<file path="config.mk">
export PLATFORM = sky130hd
export DESIGN_NAME = usb_rx
export DESIGN_NICKNAME = d
export VERILOG_FILES = /design/src/rtl/usb_rx_pkg.sv /design/src/rtl/usb_rx_dpll.sv /design/src/rtl/usb_rx.sv
export SDC_FILE = /design/constraint.sdc
export NUM_CORES = 1
export LEC_CHECK = 0
export BUFFER_PORTS_ARGS = -buffer_cell sky130_fd_sc_hd__buf_2
export CAP_MARGIN = 20
export CORE_MARGIN = 2
export CORE_UTILIZATION = 40
export DETAILED_ROUTE_END_ITERATION = 6
export SLEW_MARGIN = 20
export SYNTH_ARGS = -nofsm -noshare
export SYNTH_HDL_FRONTEND = slang
export SYNTH_SLANG_ARGS = --single-unit
</file>
<file path="constraint.sdc">
create_clock -name clk -period 1.85 [get_ports clk]
set_input_delay 0.37 -clock clk [delete_from_list [all_inputs] [get_ports clk]]
set_output_delay 0.37 -clock clk [all_outputs]
set_load 0.01 [all_outputs]
</file>
<file path="src/rtl/usb_rx_pkg.sv">
`default_nettype none
// ============================================================================
// Module   : usb_rx_pkg
// Brief    : Line types, PID codes and SYNC constant shared by usb_rx/usb_tx.
// Revision : 1.0
// ============================================================================
package usb_rx_pkg;

    typedef struct packed {
        logic p;
        logic n;
    } d_port_t;

    typedef enum logic [1:0] {
        J   = 2'd0,
        K   = 2'd1,
        SE0 = 2'd2,
        SE1 = 2'd3
    } line_state_t;

    typedef enum logic [3:0] {
        PID_OUT   = 4'b0001,
        PID_IN    = 4'b1001,
        PID_SOF   = 4'b0101,
        PID_SETUP = 4'b1101,
        PID_DATA0 = 4'b0011,
        PID_DATA1 = 4'b1011,
        PID_ACK   = 4'b0010,
        PID_NAK   = 4'b1010,
        PID_STALL = 4'b1110
    } pid_t;

    // Decoded SYNC bits held LSB first: seven zeros then a one (KJKJKJKK on the wire).
    localparam logic [7:0] SYNC_PATTERN = 8'h80;

    // Low-speed levels: J = p0/n1, K = p1/n0.
    function automatic line_state_t decode_line(input d_port_t lines);
        case ({lines.p, lines.n})
            2'b01:   decode_line = J;
            2'b10:   decode_line = K;
            2'b00:   decode_line = SE0;
            default: decode_line = SE1;
        endcase
    endfunction

    function automatic logic is_se0(input line_state_t ls);
        return (ls == SE0) || (ls == SE1);
    endfunction

endpackage
`default_nettype wire

</file>
<file path="src/rtl/usb_rx_dpll.sv">
`default_nettype none
// ============================================================================
// Module   : usb_rx_dpll
// Brief    : Input synchronizer, line-state decode and mid-bit sample strobe.
// Revision : 1.0
// ============================================================================
module usb_rx_dpll
    import usb_rx_pkg::*;
#(
    parameter int CLK_PER_BIT = 4
) (
    input  logic        clk,
    input  logic        reset,
    input  d_port_t     d,
    output logic        sample,
    output line_state_t line
);

    localparam logic [1:0] SAMPLE_PHASE = 2'(CLK_PER_BIT / 2);
    localparam d_port_t    LINE_IDLE    = '{p: 1'b0, n: 1'b1};

    d_port_t     r_sync1;
    d_port_t     r_sync2;
    line_state_t r_line;
    logic [1:0]  r_phase;
    line_state_t w_line;

    assign w_line = decode_line(r_sync2);
    assign sample = (r_phase == SAMPLE_PHASE);
    assign line   = r_line;

    // Every edge on the line re-centres the phase so the strobe lands mid-bit.
    always_ff @(posedge clk) begin
        if (reset) begin
            r_sync1 <= LINE_IDLE;
            r_sync2 <= LINE_IDLE;
            r_line  <= J;
            r_phase <= 2'd0;
        end else begin
            r_sync1 <= d;
            r_sync2 <= r_sync1;
            if (w_line != r_line) begin
                r_line  <= w_line;
                r_phase <= 2'd0;
            end else begin
                r_phase <= r_phase + 2'd1;
            end
        end
    end

endmodule
`default_nettype wire

</file>
<file path="src/rtl/usb_rx.sv">
`default_nettype none
// ============================================================================
// Module   : usb_rx
// Brief    : Low-speed USB receiver: SYNC detect, NRZI decode, unstuff, bytes.
// Options  : USB_RX_PID_CHECK_EN enables the PID/complement check on byte one.
// Revision : 1.0
// ============================================================================
module usb_rx
    import usb_rx_pkg::*;
#(
    parameter int CLK_PER_BIT = 4,
    parameter int SYNC_LEN    = 8
) (
    input  logic        clk,
    input  logic        reset,
    input  d_port_t     d,
    output logic [7:0]  data,
    output logic        valid,
    output logic        active,
    output logic        eop,
    output logic        error
);

    typedef enum logic [2:0] {
        ST_IDLE      = 3'd0,
        ST_SYNC      = 3'd1,
        ST_DATA      = 3'd2,
        ST_EOP       = 3'd3,
        ST_WAIT_IDLE = 3'd4
    } state_t;

    state_t      r_state, w_state_n;
    line_state_t r_prev, w_prev_n;
    logic [2:0]  r_bitcnt, w_bitcnt_n;
    logic [6:0]  r_shift, w_shift_n;
    logic [2:0]  r_ones, w_ones_n;
    logic        r_jseen, w_jseen_n;
    logic [7:0]  w_data_n;
    logic        w_valid_n, w_active_n, w_eop_n, w_error_n;
    logic        w_sample;
    line_state_t w_line;
    logic        w_bit;
    logic [7:0]  w_byte;
`ifdef USB_RX_PID_CHECK_EN
    logic        r_first, w_first_n;
`endif

    usb_rx_dpll #(
        .CLK_PER_BIT (CLK_PER_BIT)
    ) u_dpll (
        .clk    (clk),
        .reset  (reset),
        .d      (d),
        .sample (w_sample),
        .line   (w_line)
    );

    assign w_bit  = (w_line == r_prev);
    assign w_byte = {w_bit, r_shift};

    always_ff @(posedge clk) begin
        if (reset) begin
            r_state  <= ST_IDLE;
            r_prev   <= J;
            r_bitcnt <= 3'd0;
            r_shift  <= 7'd0;
            r_ones   <= 3'd0;
            r_jseen  <= 1'b0;
            data     <= 8'd0;
            valid    <= 1'b0;
            active   <= 1'b0;
            eop      <= 1'b0;
            error    <= 1'b0;
`ifdef USB_RX_PID_CHECK_EN
            r_first  <= 1'b0;
`endif
        end else begin
            r_state  <= w_state_n;
            r_prev   <= w_prev_n;
            r_bitcnt <= w_bitcnt_n;
            r_shift  <= w_shift_n;
            r_ones   <= w_ones_n;
            r_jseen  <= w_jseen_n;
            data     <= w_data_n;
            valid    <= w_valid_n;
            active   <= w_active_n;
            eop      <= w_eop_n;
            error    <= w_error_n;
`ifdef USB_RX_PID_CHECK_EN
            r_first  <= w_first_n;
`endif
        end
    end

    always_comb begin
        w_state_n  = r_state;
        w_prev_n   = r_prev;
        w_bitcnt_n = r_bitcnt;
        w_shift_n  = r_shift;
        w_ones_n   = r_ones;
        w_jseen_n  = r_jseen;
        w_data_n   = data;
        w_valid_n  = 1'b0;
        w_active_n = active;
        w_eop_n    = 1'b0;
        w_error_n  = 1'b0;
`ifdef USB_RX_PID_CHECK_EN
        w_first_n  = r_first;
`endif
        if (w_sample) begin
            case (r_state)
                ST_IDLE: begin
                    w_prev_n = J;
                    if (w_line == K) begin
                        w_state_n  = ST_SYNC;
                        w_prev_n   = K;
                        w_bitcnt_n = 3'd1;
                    end
                end
                ST_SYNC: begin
                    w_prev_n = w_line;
                    if (is_se0(w_line) || (w_bit != SYNC_PATTERN[r_bitcnt])) begin
                        w_error_n = 1'b1;
                        w_jseen_n = 1'b0;
                        w_state_n = ST_WAIT_IDLE;
                    end else if (r_bitcnt == 3'(SYNC_LEN - 1)) begin
                        w_state_n  = ST_DATA;
                        w_active_n = 1'b1;
                        w_bitcnt_n = 3'd0;
                        w_ones_n   = 3'd0;
`ifdef USB_RX_PID_CHECK_EN
                        w_first_n  = 1'b1;
`endif
                    end else begin
                        w_bitcnt_n = r_bitcnt + 3'd1;
                    end
                end
                ST_DATA: begin
                    w_prev_n = w_line;
                    if (is_se0(w_line)) begin
                        w_state_n = ST_EOP;
                    end else if (r_ones == 3'd6) begin
                        // Bit after six ones must be a stuffed zero; it carries no data.
                        if (w_bit) begin
                            w_error_n  = 1'b1;
                            w_active_n = 1'b0;
                            w_jseen_n  = 1'b0;
                            w_state_n  = ST_WAIT_IDLE;
                        end else begin
                            w_ones_n = 3'd0;
                        end
                    end else begin
                        w_shift_n  = w_byte[7:1];
                        w_ones_n   = w_bit ? r_ones + 3'd1 : 3'd0;
                        w_bitcnt_n = r_bitcnt + 3'd1;
                        if (r_bitcnt == 3'd7) begin
`ifdef USB_RX_PID_CHECK_EN
                            w_first_n = 1'b0;
                            if (r_first && (w_byte[7:4] != ~w_byte[3:0])) begin
                                w_error_n  = 1'b1;
                                w_active_n = 1'b0;
                                w_jseen_n  = 1'b0;
                                w_state_n  = ST_WAIT_IDLE;
                            end else begin
                                w_data_n  = w_byte;
                                w_valid_n = 1'b1;
                            end
`else
                            w_data_n  = w_byte;
                            w_valid_n = 1'b1;
`endif
                        end
                    end
                end
                ST_EOP: begin
                    if (w_line == J) begin
                        w_eop_n    = 1'b1;
                        w_error_n  = (r_bitcnt != 3'd0);
                        w_active_n = 1'b0;
                        w_prev_n   = J;
                        w_state_n  = ST_IDLE;
                    end else if (w_line == K) begin
                        w_error_n  = 1'b1;
                        w_active_n = 1'b0;
                        w_jseen_n  = 1'b0;
                        w_state_n  = ST_WAIT_IDLE;
                    end
                end
                ST_WAIT_IDLE: begin
                    w_active_n = 1'b0;
                    w_jseen_n  = (w_line == J);
                    if ((w_line == J) && r_jseen) begin
                        w_prev_n  = J;
                        w_state_n = ST_IDLE;
                    end
                end
                default: begin
                    w_state_n = ST_IDLE;
                end
            endcase
        end
    end

endmodule
`default_nettype wire

</file>
==> metrics.md <==
| Metric | Value |
|---|---|
| Status | finished, final reports clean |
| Worst path bufs/invs | 1 |
| Synthesized flop and latch total | 40 |
| Diode count | 0 |
| HPWL after DPL | around 3.6 mm |
| Die Span X | 75.6 um |
| Routability cong. | 0.861 |
| Post-synth top flop | dfxtp_1 |
| TritonCTS clock tree | built |
| # rows | 26 |
| Most area-hungry cell type in the Yosys netlist | dfxtp_1 |
| Max VDD drop | 0.406 mV |
| Final Slew Violations | 0 |
| Max-cap violations | 0 |
| Worst-Margin Slew | between 0.3 and 0.4 ns |
| Sum Neg Setup Slack | 0 ns |
| Slowest cell on the critical path | a2111o_1 |
| WHS Endpoint | u_dpll.r_sync1[0]$_SDFF_PP1_ |
| Hold path startpoint | d[0] |
| H-Tree Depth | 2 |
| Worst Hold Class | in -> reg |
| Initial core utilization | between 40% and 50% |
| Synth Net Count | between 200 and 300 |
| Share of cells above drive strength 1 | 32.8% |
| Buffers on Ports | 15 |
| Worst Hold Depth | 2 |
| Ports | 16 |
| Syn Inst Count | 240 |
| Fin. Hold Viols | 0 |
| Top post-synthesis cells by count | dfxtp_1 (40), nor2_1 (24), nand2_1 (20) |
| CP Launch Type | flip-flop |
| Yosys cell types | between 50 and 60 |
| P_leak | 1.04 nW |
| DIE AREA | around 5700 sq um |
| CTS buffer count | 5 |
| Post-CTS Hold Buffers | 0 |
| Via density | 5.26 |
| Worst R2R Path Depth | 6 |
| Crit path kind | reg -> reg |
| Antenna viol nets, final | 0 |
| Later-pin clock latency in the skew report | ~0.29 ns |
| Element type at the critical path end | flip-flop |
| Synth Cell Area | 2050 sq um |
| Clock Skews | roughly 0.011 ns |
| Data arrival, critical path | 2.02 ns |
| Vias in the first global route | approximately 1700 |
| Filler cells | 479 |
| Max Clock Freq | between 0.5 and 0.6 GHz |
| Total GRT Usage | 18.7% |
| Pwr dens | between 500 and 600 nW/um^2 |
| Pre-Repair DR Iteration Count | 4 |
| Tmin final | between 1.5 and 2 ns |
| Routed WL | a little over 5 mm |
| Slowest Stage Delay on Critical Path | between 0.4 and 0.5 ns |
| Root buffer cell | clkbuf_8 |
| WL/cell | ~14 um |
| Clock-pin transition on the worst setup and hold timing paths | approximately 0.080 ns |
| Async SR Flop Fraction | 0% |
| Crit-path cells | buf_12, nor2b_1, o2111a_1, nand3_1, a2111o_1, o31ai_1 |
| Die H | around 76 um |
| Final core utilization | between 50% and 60% |
| Sink Count | 40 |
| RR Startpoint | u_dpll.line[1]$_SDFFE_PP0P_ |
| Sequential cell area fraction in the yosys report | approximately two fifths |
| Post-synth EDFFs | 0 |
| Core area | 5010 sq um |
| Final number of setup-violating endpoints | 0 |
| Top post-synthesis cells by area | dfxtp_1 (39%), ha_1 (4.9%), mux2i_1 (4.9%), a21oi_1 (4.6%), nor2_1 (4.4%) |
| Antenna violations before repair | 0 |
| First-pass GRT wire length | between 8 and 9 mm |
| Setup ws final | a little under 0.03 ns |
| CP delay by family, top | compound AO/OA/AOI/OAI gates |
| Data required time of the worst path | about 2.1 ns |
| Pin count of the biggest net entering global routing | 18 |
| # nets final | 301 |
| DR iter-0 viols | about 150 |
| Setup slack, reg-to-reg | roughly 0.03 ns |
| Area growth, synth to finish | 29.7% |
| Max Buffers Root-to-Sink | 2 |
| Pre-CTS setup slack | -0.00266 ns |
| Mapped Avg Cell Area | 8.53 sq um |
| Number of warnings issued by yosys | 0 |
| Vias | 1895 |
| Share of the synthesized area in the top cell type | 39.1% |
| Slew HR | between 70% and 80% |
| Grt total ovfl | 0 |
| Crit share post-route | a little over nine tenths |
| DRC violations left | 0 |
| Crit Path Max Fanout | 14 |
| Most common cell in the netlist | dfxtp_1 |
==> cells in the final DEF, fill, tap and decap left out, types with 2 or more instances in the layout <==
cell type   netlist  final
a211oi_1          5      2
a211oi_2          0      3
a21o_1            2      2
a21oi_1          19     17
a21oi_2           1      3
and3_1            3      3
buf_2             5     15
buf_4             0     41
clkbuf_8          0      5
clkinvlp_4        0      2
dfxtp_1          40     33
dfxtp_2           0      7
ha_1              8      5
ha_4              0      2
inv_1             8      8
mux2i_1          10     10
nand2_1          20     19
nand2b_1          6      6
nand3_1          14     14
nand4_1           3      3
nor2_1           24     23
nor2b_1           7      7
nor3_1            2      2
o21ai_0           7      6
o21ai_1           5      5
o31ai_1           4      4
or2_2             3      3
or4b_1            2      2
xnor2_1           3      2
xor2_1            2      2
==> sequential cells by signal, indices dropped and copies added, names as in the netlist, named ones only <==
signal	count
active	1
data	8
eop	1
error	1
r_bitcnt	3
r_jseen	1
r_ones	3
r_prev	2
r_shift	7
r_state	3
u_dpll.line	2
u_dpll.r_phase	2
u_dpll.r_sync1	2
u_dpll.r_sync2	2
valid	1
==> cell type report <==
class	instances	area, sq um	share of cell area, %
Multi-Input combinational cell	177	1230	46.5
Sequential cell	40	810	30.5
Timing Repair Buffer	57	403	15.2
Tap cell	70	87.6	3.30
Clock buffer	5	68.8	2.59
Inverter	8	30.0	1.13
Clock inverter	3	23.8	0.895
==> routing by layer <==
metal | up-vias | part of all wire (%) | GRT usage [%]
met5 | - | 0 | 0
met3 | 14 | 4.9 | 4.63
met4 | 0 | 2.6 | 7.60
met1 | 875 | 46 | 24.5
met2 | 62 | 47 | 29.5
li1 | 944 | - | -
==> repair_timing <==
action                     in CTS  in global routing
setup buffers                   0                  2
gates resized for setup         4                 24
pin swaps                       0                  5
setup endpoints to repair       4                 24
==> through the flow <==
stage               instances  total power [mW]  instance area, sq um  hold WS (ns)
global placement          350              1.00                  2450         0.390
finish                    360              1.59                  2660         0.260
CTS                       358              1.60                  2550         0.250
detailed placement        350              1.00                  2450         0.396
global route              360              1.66                  2660         0.261
floorplan                 240             0.960                  2050         0.389
==> worst max path at each step <==
stage,slack (ns),start,depth (start not counted),to
2_1_floorplan,0.002,r_bitcnt[0]$_SDFFE_PP0N_,8,flip-flop
3_3_place_gp,0.02,u_dpll.line[0]$_SDFFE_PP0P_,5,active$_SDFFE_PP0P_
3_5_place_dp,-0.003,u_dpll.line[0]$_SDFFE_PP0P_,6,active$_SDFFE_PP0P_
4_1_cts,0.002,r_state[2]$_SDFFE_PP0P_,4,active$_SDFFE_PP0P_
5_1_grt,-0.05,r_prev[1]$_SDFFE_PP0P_,8,flip-flop
6_report,0.03,u_dpll.line[1]$_SDFFE_PP0P_,6,flip-flop
==> where the power goes <==
| group | switching [mW] | internal [mW] | total (mW) |
|---|---|---|---|
| clock | 0.328 | 0.267 | 0.595 |
| combinational | 0.0630 | 0.0494 | 0.112 |
| sequential | 0.00836 | 0.871 | 0.880 |
| total | 0.400 | 1.19 | 1.59 |
==> cells by family (layout without fill, tap and decap cells) <==
| kind of cell | after synthesis | count (layout) | synth area share, % |
|---|---|---|---|
| adders and majority gates | 8 | 8 | 4.89 |
| and+or+nand+nor | 94 | 94 | 23.5 |
| xor gates and xnor gates | 6 | 6 | 2.93 |
| buffers and inverters | 23 | 73 | 5.25 |
| AOI/OAI and AO/OA | 58 | 58 | 18.9 |
| muxes | 11 | 11 | 5.44 |
| DFF | 40 | 40 | 39.1 |
(Power assumes the default switching activity.)
